[src/rtl/multicycle_main_controller.sv]
`default_nettype none
// multicycle_main_controller: multi-cycle RV32I control FSM sharing one memory port,
// with a ready/timeout memory handshake, illegal/bus-error traps and a retire pulse.
module multicycle_main_controller #(
  parameter int MEM_TIMEOUT = 15,
  parameter bit EXT_J       = 1'b1
) (
  input  logic       clk,
  input  logic       rst_n,
  input  logic [6:0] op,
  input  logic       zero,
  input  logic       mem_ready,
  output logic       mem_req,
  output logic       mem_we,
  output logic       adr_src,
  output logic       ir_write,
  output logic       pc_write,
  output logic       regwrite,
  output logic       branch,
  output logic [1:0] alu_src_a,
  output logic [1:0] alu_src_b,
  output logic [1:0] aluop,
  output logic [1:0] result_src,
  output logic [2:0] imm_src,
  output logic       retire,
  output logic       illegal,
  output logic       bus_err,
  output logic [3:0] state_o
);

  typedef enum logic [3:0] {
    FETCH    = 4'd0,  DECODE  = 4'd1,  MEMADR = 4'd2,  MEMREAD = 4'd3,
    MEMWB    = 4'd4,  MEMWRITE = 4'd5, EXECR  = 4'd6,  EXECI   = 4'd7,
    ALUWB    = 4'd8,  BRANCH  = 4'd9,  JAL    = 4'd10, JALR    = 4'd11,
    JALR_PC  = 4'd12, LUI     = 4'd13, AUIPC  = 4'd14, TRAP    = 4'd15
  } state_t;

  localparam logic [6:0] OP_LOAD   = 7'b0000011;
  localparam logic [6:0] OP_STORE  = 7'b0100011;
  localparam logic [6:0] OP_RTYPE  = 7'b0110011;
  localparam logic [6:0] OP_ITYPE  = 7'b0010011;
  localparam logic [6:0] OP_BRANCH = 7'b1100011;
  localparam logic [6:0] OP_JAL    = 7'b1101111;
  localparam logic [6:0] OP_JALR   = 7'b1100111;
  localparam logic [6:0] OP_LUI    = 7'b0110111;
  localparam logic [6:0] OP_AUIPC  = 7'b0010111;

  localparam int        CW    = (MEM_TIMEOUT > 0) ? $clog2(MEM_TIMEOUT + 1) : 1;
  localparam logic [CW:0] LIMIT = (CW + 1)'(MEM_TIMEOUT);

  state_t        state, state_nxt;
  logic [CW-1:0] wait_cnt;
  logic [CW:0]   cnt_inc;
  logic          in_wait, timeout_hit;
  logic          illegal_q, bus_err_q, set_ill, set_be;
  logic          req_c, we_c, adr_c, irw_c, pcw_c, rw_c, br_c, ret_c;
  logic [1:0]    a_c, b_c, aluop_c, rs_c;
  logic [2:0]    imm_c;

  assign cnt_inc     = {1'b0, wait_cnt} + 1'b1;
  assign in_wait     = (state == FETCH) || (state == MEMREAD) || (state == MEMWRITE);
  // The limit is hit on the MEM_TIMEOUT-th consecutive low cycle; a ready in that cycle still wins.
  assign timeout_hit = (MEM_TIMEOUT != 0) && in_wait && !mem_ready && (cnt_inc == LIMIT);

  always_ff @(posedge clk or negedge rst_n) begin
    if (!rst_n) begin
      state     <= FETCH;
      wait_cnt  <= '0;
      illegal_q <= 1'b0;
      bus_err_q <= 1'b0;
    end else begin
      state     <= state_nxt;
      illegal_q <= illegal_q | set_ill;
      bus_err_q <= bus_err_q | set_be;
      if ((MEM_TIMEOUT == 0) || mem_ready || !in_wait || (state_nxt != state))
        wait_cnt <= '0;
      else if (cnt_inc <= LIMIT)
        wait_cnt <= cnt_inc[CW-1:0];
    end
  end

  always_comb begin
    state_nxt = state;
    req_c = 1'b0; we_c = 1'b0; adr_c = 1'b0; irw_c = 1'b0;
    pcw_c = 1'b0; rw_c = 1'b0; br_c = 1'b0; ret_c = 1'b0;
    a_c = 2'b00; b_c = 2'b00; aluop_c = 2'b00; rs_c = 2'b00;
    set_ill = 1'b0; set_be = 1'b0;
    case (state)
      FETCH: begin
        req_c = 1'b1; b_c = 2'b10; rs_c = 2'b10;
        irw_c = mem_ready; pcw_c = mem_ready;
        if (mem_ready) state_nxt = DECODE;
        else if (timeout_hit) begin state_nxt = TRAP; set_be = 1'b1; end
      end
      DECODE: begin
        a_c = 2'b01; b_c = 2'b01;
        if (op == OP_LOAD || op == OP_STORE)  state_nxt = MEMADR;
        else if (op == OP_RTYPE)              state_nxt = EXECR;
        else if (op == OP_ITYPE)              state_nxt = EXECI;
        else if (op == OP_BRANCH)             state_nxt = BRANCH;
        else if (EXT_J && op == OP_JAL)       state_nxt = JAL;
        else if (EXT_J && op == OP_JALR)      state_nxt = JALR;
        else if (EXT_J && op == OP_LUI)       state_nxt = LUI;
        else if (EXT_J && op == OP_AUIPC)     state_nxt = AUIPC;
        else begin state_nxt = TRAP; set_ill = 1'b1; end
      end
      MEMADR: begin
        a_c = 2'b10; b_c = 2'b01;
        state_nxt = (op == OP_LOAD) ? MEMREAD : MEMWRITE;
      end
      MEMREAD: begin
        req_c = 1'b1; adr_c = 1'b1;
        if (mem_ready) state_nxt = MEMWB;
        else if (timeout_hit) begin state_nxt = TRAP; set_be = 1'b1; end
      end
      MEMWB: begin
        rs_c = 2'b01; rw_c = 1'b1; ret_c = 1'b1; state_nxt = FETCH;
      end
      MEMWRITE: begin
        req_c = 1'b1; we_c = 1'b1; adr_c = 1'b1; ret_c = mem_ready;
        if (mem_ready) state_nxt = FETCH;
        else if (timeout_hit) begin state_nxt = TRAP; set_be = 1'b1; end
      end
      EXECR:   begin a_c = 2'b10; b_c = 2'b00; aluop_c = 2'b10; state_nxt = ALUWB; end
      EXECI:   begin a_c = 2'b10; b_c = 2'b01; aluop_c = 2'b11; state_nxt = ALUWB; end
      ALUWB:   begin rw_c = 1'b1; ret_c = 1'b1; state_nxt = FETCH; end
      BRANCH: begin
        a_c = 2'b10; aluop_c = 2'b01; br_c = 1'b1; pcw_c = zero; ret_c = 1'b1;
        state_nxt = FETCH;
      end
      JAL:     begin a_c = 2'b01; b_c = 2'b10; pcw_c = 1'b1; state_nxt = ALUWB; end
      JALR:    begin a_c = 2'b10; b_c = 2'b01; state_nxt = JALR_PC; end
      JALR_PC: begin a_c = 2'b01; b_c = 2'b10; pcw_c = 1'b1; state_nxt = ALUWB; end
      LUI:     begin a_c = 2'b11; b_c = 2'b01; state_nxt = ALUWB; end
      AUIPC:   begin a_c = 2'b01; b_c = 2'b01; state_nxt = ALUWB; end
      default: ;
    endcase
  end

  always_comb begin
    imm_c = 3'b000;
    case (op)
      OP_STORE:        imm_c = 3'b001;
      OP_BRANCH:       imm_c = 3'b010;
      OP_JAL:          imm_c = 3'b011;
      OP_LUI, OP_AUIPC: imm_c = 3'b100;
      default:         imm_c = 3'b000;
    endcase
  end

  // Reset masks the decoded controls combinationally so the datapath idles while rst_n is low.
  assign mem_req    = rst_n & req_c;
  assign mem_we     = rst_n & we_c;
  assign adr_src    = rst_n & adr_c;
  assign ir_write   = rst_n & irw_c;
  assign pc_write   = rst_n & pcw_c;
  assign regwrite   = rst_n & rw_c;
  assign branch     = rst_n & br_c;
  assign retire     = rst_n & ret_c;
  assign alu_src_a  = rst_n ? a_c     : 2'b00;
  assign alu_src_b  = rst_n ? b_c     : 2'b00;
  assign aluop      = rst_n ? aluop_c : 2'b00;
  assign result_src = rst_n ? rs_c    : 2'b00;
  assign imm_src    = rst_n ? imm_c   : 3'b000;
  assign illegal    = illegal_q;
  assign bus_err    = bus_err_q;
  assign state_o    = state;

endmodule
`default_nettype wire

[config.mk]
export PLATFORM = sky130hd
export DESIGN_NAME = multicycle_main_controller
export DESIGN_NICKNAME = d
export VERILOG_FILES = /design/src/rtl/multicycle_main_controller.sv
export SDC_FILE = /design/constraint.sdc
export NUM_CORES = 1
export LEC_CHECK = 0
export ABC_AREA = 0
export CAP_MARGIN = 20
export CORE_AREA = 2 2 58 47
export CTS_CLUSTER_DIAMETER = 150
export CTS_CLUSTER_SIZE = 20
export DETAILED_ROUTE_END_ITERATION = 10
export DIE_AREA = 0 0 60 49
export MAX_ROUTING_LAYER = met4
export PLACE_DENSITY = 0.81
export SLEW_MARGIN = 40
export SYNTH_ARGS = -nofsm -noshare
export SYNTH_HDL_FRONTEND = slang
export SYNTH_SLANG_ARGS = --single-unit
[constraint.sdc]
create_clock -name clk -period 3.8 [get_ports clk]
set_input_delay 0.38 -clock clk [delete_from_list [all_inputs] [get_ports clk]]
set_output_delay 0.38 -clock clk [all_outputs]
set_load 0.02 [all_outputs]
# Word-level counts from Yosys, hierarchy flattened
# Index checks and enable logic that the tools add are counted.
[classes] n_eq_ne=25 div_mod_pow=0 n_shift=0 bitwise_logic=10 multipliers=0 n_addsub=1 n_reduce_logical=22 n_lt_le_gt_ge=1 muxes=46
[op_table] cell="4-bit 2-to-1 mux" count=9
[op_table] cell="4-bit one-hot mux with 8 select lines" count=1
[op_table] cell="4-bit equality test (second input constant)" count=7
[op_table] cell="7-bit by 6-bit equality test with 1-bit output (second input constant)" count=3
[op_table] cell="7-bit equality test (second input constant)" count=3
[op_table] cell="1-bit 2-to-1 mux" count=19
[op_table] cell="4-bit by 3-bit equality test with 1-bit output (second input constant)" count=4
[op_table] cell="3-bit 2-to-1 mux" count=5
[op_table] cell="7-bit by 5-bit equality test with 1-bit output (second input constant)" count=2
[op_table] cell="2-bit one-hot mux with 3 select lines" count=2
[op_table] cell="3-bit one-hot mux with 4 select lines" count=1
[op_table] cell="6-bit OR reduction" count=2
[op_table] cell="2-bit 2-to-1 mux" count=5
[op_table] cell="3-bit OR reduction" count=3
[op_table] cell="1-bit AND" count=8
[op_table] cell="4-bit by 2-bit equality test with 1-bit output (second input constant)" count=2
[op_table] cell="2-bit one-hot mux with 2 select lines" count=2
[op_table] cell="2-bit OR reduction" count=4
[op_table] cell="7-bit by 2-bit equality test with 1-bit output (second input constant)" count=1
[op_table] cell="4-bit by 1-bit adder with 5-bit output (second input constant)" count=1
[op_table] cell="5-bit by 4-bit equality test with 1-bit output (second input constant)" count=1
[op_table] cell="5-bit by 4-bit less-or-equal comparator with 1-bit output (second input constant)" count=1
[op_table] cell="1-bit logical OR" count=5
[op_table] cell="5-bit OR reduction" count=1
[op_table] cell="other kinds (10)" count=13
[totals] reg_bits=10 latchBits=0 n_memories=0 word_cells=109 out_inout_bits=25 rom_bits=0 ramBits=0

# Logic depth before layout (Yosys ltp)
[depth] word_depth=13 depth_mapped=6

# Worst setup path before layout
# No wires, ideal clock.
[synth_path] kind="register to output" start="register state[2] (netlist: state_o[2])" end="output port alu_src_b[0]" path_stages_with_launch=5 slack_ps=1827 required_time_ps=3420 arrival_time_ps=1593 n_path_buf=1 cell_sequence="dfrtp_1 > buf_2 > xnor2_1 > nand2_1 > a311oi_1"
[synth_between] elab_chain_len=4 word_cells_on_any_way=13
[synth_rtl] item="from (decl)" line="51" rtl="state_t state, state_nxt;"
[synth_rtl] item="from (signal assigned)" line="72" rtl="state <= state_nxt;"
[synth_rtl] item="4-bit by 1-bit equality test with 1-bit output, or another cell as far along" line="88" rtl="case (state)"
[synth_rtl] item="6-bit OR reduction (no line) / 3-bit OR reduction (equally long branches)"
[synth_rtl] item="2-bit one-hot mux with 2 select lines (*)" line="88"
[synth_rtl] item="2-bit 2-to-1 mux (*)" line="161" rtl="assign alu_src_b = rst_n ? b_c : 2'b00;"
[synth_rtl] item="to (decl)" line="21" rtl="output logic [1:0] alu_src_b,"
# Mark *: on every way between the ends. The rest lies on a longest branch, timed or not.

# Worst setup path in the final report
[layout_path] start="register state[1] (netlist: state_o[1])" end="output port alu_src_a[0]"
[layout_between] elab_chain_len=4 word_cells_on_any_way=14
[layout_rtl] item="4-bit equality test, or another cell as far along" line="88"
[layout_rtl] item="5-bit OR reduction (no line) / 4-bit OR reduction (equally long branches)"
[layout_rtl] item="2-bit one-hot mux with 3 select lines (*)" line="88"
[layout_rtl] item="2-bit 2-to-1 mux (*)" line="160" rtl="assign alu_src_a = rst_n ? a_c : 2'b00;"
[layout_rtl] item="to (decl)" line="20" rtl="output logic [1:0] alu_src_a,"
# Marks and branches as above.

==> impl_metrics.yaml <==
status:
  status: "complete, no violations"
place:
  dp.cells: 214
  dpl.hpwl_mm: 2.30
  pre_cts_ws_ns: 1.08
  place.port_buffers: 35
  placed_area_um2: 1460
  gp_congestion: 0.946
global_routing:
  grt_pass1_wl_mm: 5.29
  first_global_vias: 1171
  track_usage_pct: 23.9
  grt_overflow: 0
  antenna_found_initial: 0
  grt_max_degree: 22
synthesis:
  ys_seq_elements: 10
  synthesis.instances: 151
  seq_area_frac_synth_pct: 22.8
  synth-main-ff-cell: "dfrtp_1"
  synth-edff-count: 0
  syn_nets: 164
  synth-async-reset-ratio_pct: 100
  synth_cell_type_count: 50
  synth_top_area_cell: "dfrtp_1"
  synth_commonest_cells: "18 x nor2_1, 13 x nand2_1, 12 x nor3_1"
  synthTopCellsByArea: "dfrtp_1 23%, nor2_1 6.1%, nor3_1 5.5%"
  netlist.area_leader.share_pct: 22.8
  yosysWarnings: 0
  yosys.cell_count.top_type: "nor2_1"
  synth_area_per_cell_um2: 7.28
  syn_area_um2: 1100
cells_and_area:
  nets: 196
  design_area_um2: 1500
  fin_util_pct: 61.7
  fillCellCount: 218
  final-seq-area_um2: 250
  n_antenna_cell: 0
  fin_cells: 218
  drive_gt1_share_pct: 5.49
  multiInputGateArea_um2: 772
  area_growth_pct: 35.9
drt:
  vias: 1257
  drc: 0
  drt-total-wl_mm: 3.03
  routed_via_density: 5.77
  wire_per_inst_um: 13.9
  first_pass_iters: 4
  antenna_left: 0
  drt_iter0_drc: 44
critical_path:
  critPathMaxFanout: 19
  path_class: "reg -> out"
  arrival_ns: 2.48
  worstPathRequired_ns: 3.42
  end_kind: "output pin"
  start_kind: "flip-flop"
  reg2regPathDepth: 4
clock_network:
  clkTransAtPathRegs_ns: 0.07
  cts_sinks: 10
  cts_tree: "done"
  clk_latency_ns: 0.26
  cts-buffers-inserted: 3
  h-tree-depth: 1
  ctsRootBufferMaster: "clkbuf_4"
  cts_resized: 0
  clockBufferDepth: 2
  hold_buffers: 0
  cts_setup_buffers: 0
job:
  cap_violations: 0
floorplanning:
  start_util_pct: 45.4
  die_x_um: 60
  core_area_um2: 2420
  die_area_um2: 2940
  rows: 16
  io_pins: 36
  die_h_um: 49
timing:
  setup_ws_ns: 0.943
  clock_skew_ns: 0.00102
  slew_violations: 0
  finalCriticalPeriod_ns: 2.86
  setup_viol: 0
  tightest_slew_ns: 0.615
  hold_violations: 0
  rsz0062_at_grt: "false"
  finalCritPeriodShare_pct: 75.2
  finalSetupTns_ns: 0
  holdWs_ns: 0.426
  slew_headroom_pct: 58.6
  timing.fmax_mhz: 350
power_and_ir_drop:
  vdd_drop_max_v: 0.000320
  p_leak_nw: 0.583
  power.density_nw_per_um2: 599
  total_power_uw: 895
min_path:
  hold_class: "in -> async"
power breakdown:
part / switching [mW] / total [mW] / internal (mW)
Combinational: 0.298 / 0.569 / 0.272
Clock: 0.0380 / 0.0962 / 0.0582
Sequential: 0.0984 / 0.230 / 0.131
Total: 0.434 / 0.895 / 0.461
worst max-delay path, stage by stage (launching register included):
cell	delay, ns
dfrtp_1	0.70
clkinv_1	0.38
mux2i_1	0.19
nand2b_1	0.17
a21oi_1	0.16
clkdlybuf4s50_1	0.61
layout by cell type (no fill, tap or decap), types with 3 or more instances in the layout:
cell and n:
clkdlybuf4s50_1 35, nor2_1 18, nand2_1 13, nor3_1 12, a21oi_1 11, dfrtp_1 10
inv_1 8, nand2b_1 5, nand3_1 5, and3_1 4, o21ai_0 4, nor3b_1 4
nor2b_1 3, and2_1 3, o41ai_1 3, clkbuf_4 3
layer usage:
metal / wire length [um] / global-route usage, %
met1: 1400 / 31.0
met2: 1430 / 39.1
met3: 175 / 5.57
met4: 25 / 2.22
met5: 0 / -
sequential cells by signal, indices dropped and copies added (netlist names):
register  cells
bus_err       1
illegal       1
state_o       4
wait_cnt      4
cell families (layout without fill, tap and decap cells):
family | Yosys count | in the layout | share of synthesized area, %
AND/OR/NAND/NOR | 79 | 79 | 38.9
AO/OA/AOI/OAI | 39 | 39 | 26.5
buffers and inverters | 18 | 49 | 7.05
flip-flops | 10 | 10 | 22.8
adder cells (fa/ha/maj) | 2 | 2 | 2.27
XOR/XNOR | 2 | 2 | 1.59
multiplexers | 1 | 1 | 0.910
final timing paths:
check / startpoint / endpoint / slack, ns
max in group asynchronous: rst_n / wait_cnt[3] / 3.19
worst max register to register: state_o[3] / wait_cnt[2] / 1.68
worst min-delay path: rst_n / state_o[0] / 0.43
worst min register to register: illegal / illegal / 0.47
min in group clk: illegal / illegal / 0.47
worst max-delay path: state_o[1] / alu_src_a[0] / 0.94
layout make-up:
| class | count | area share (%) |
|---|---|---|
| Multi-Input combinational cell | 123 | 51.6 |
| Timing Repair Buffer | 36 | 23.9 |
| Sequential cell | 10 | 16.7 |
| Tap cell | 36 | 3.01 |
| Clock buffer | 4 | 2.43 |
| Inverter | 9 | 2.26 |
(Power assumes the default switching activity.)
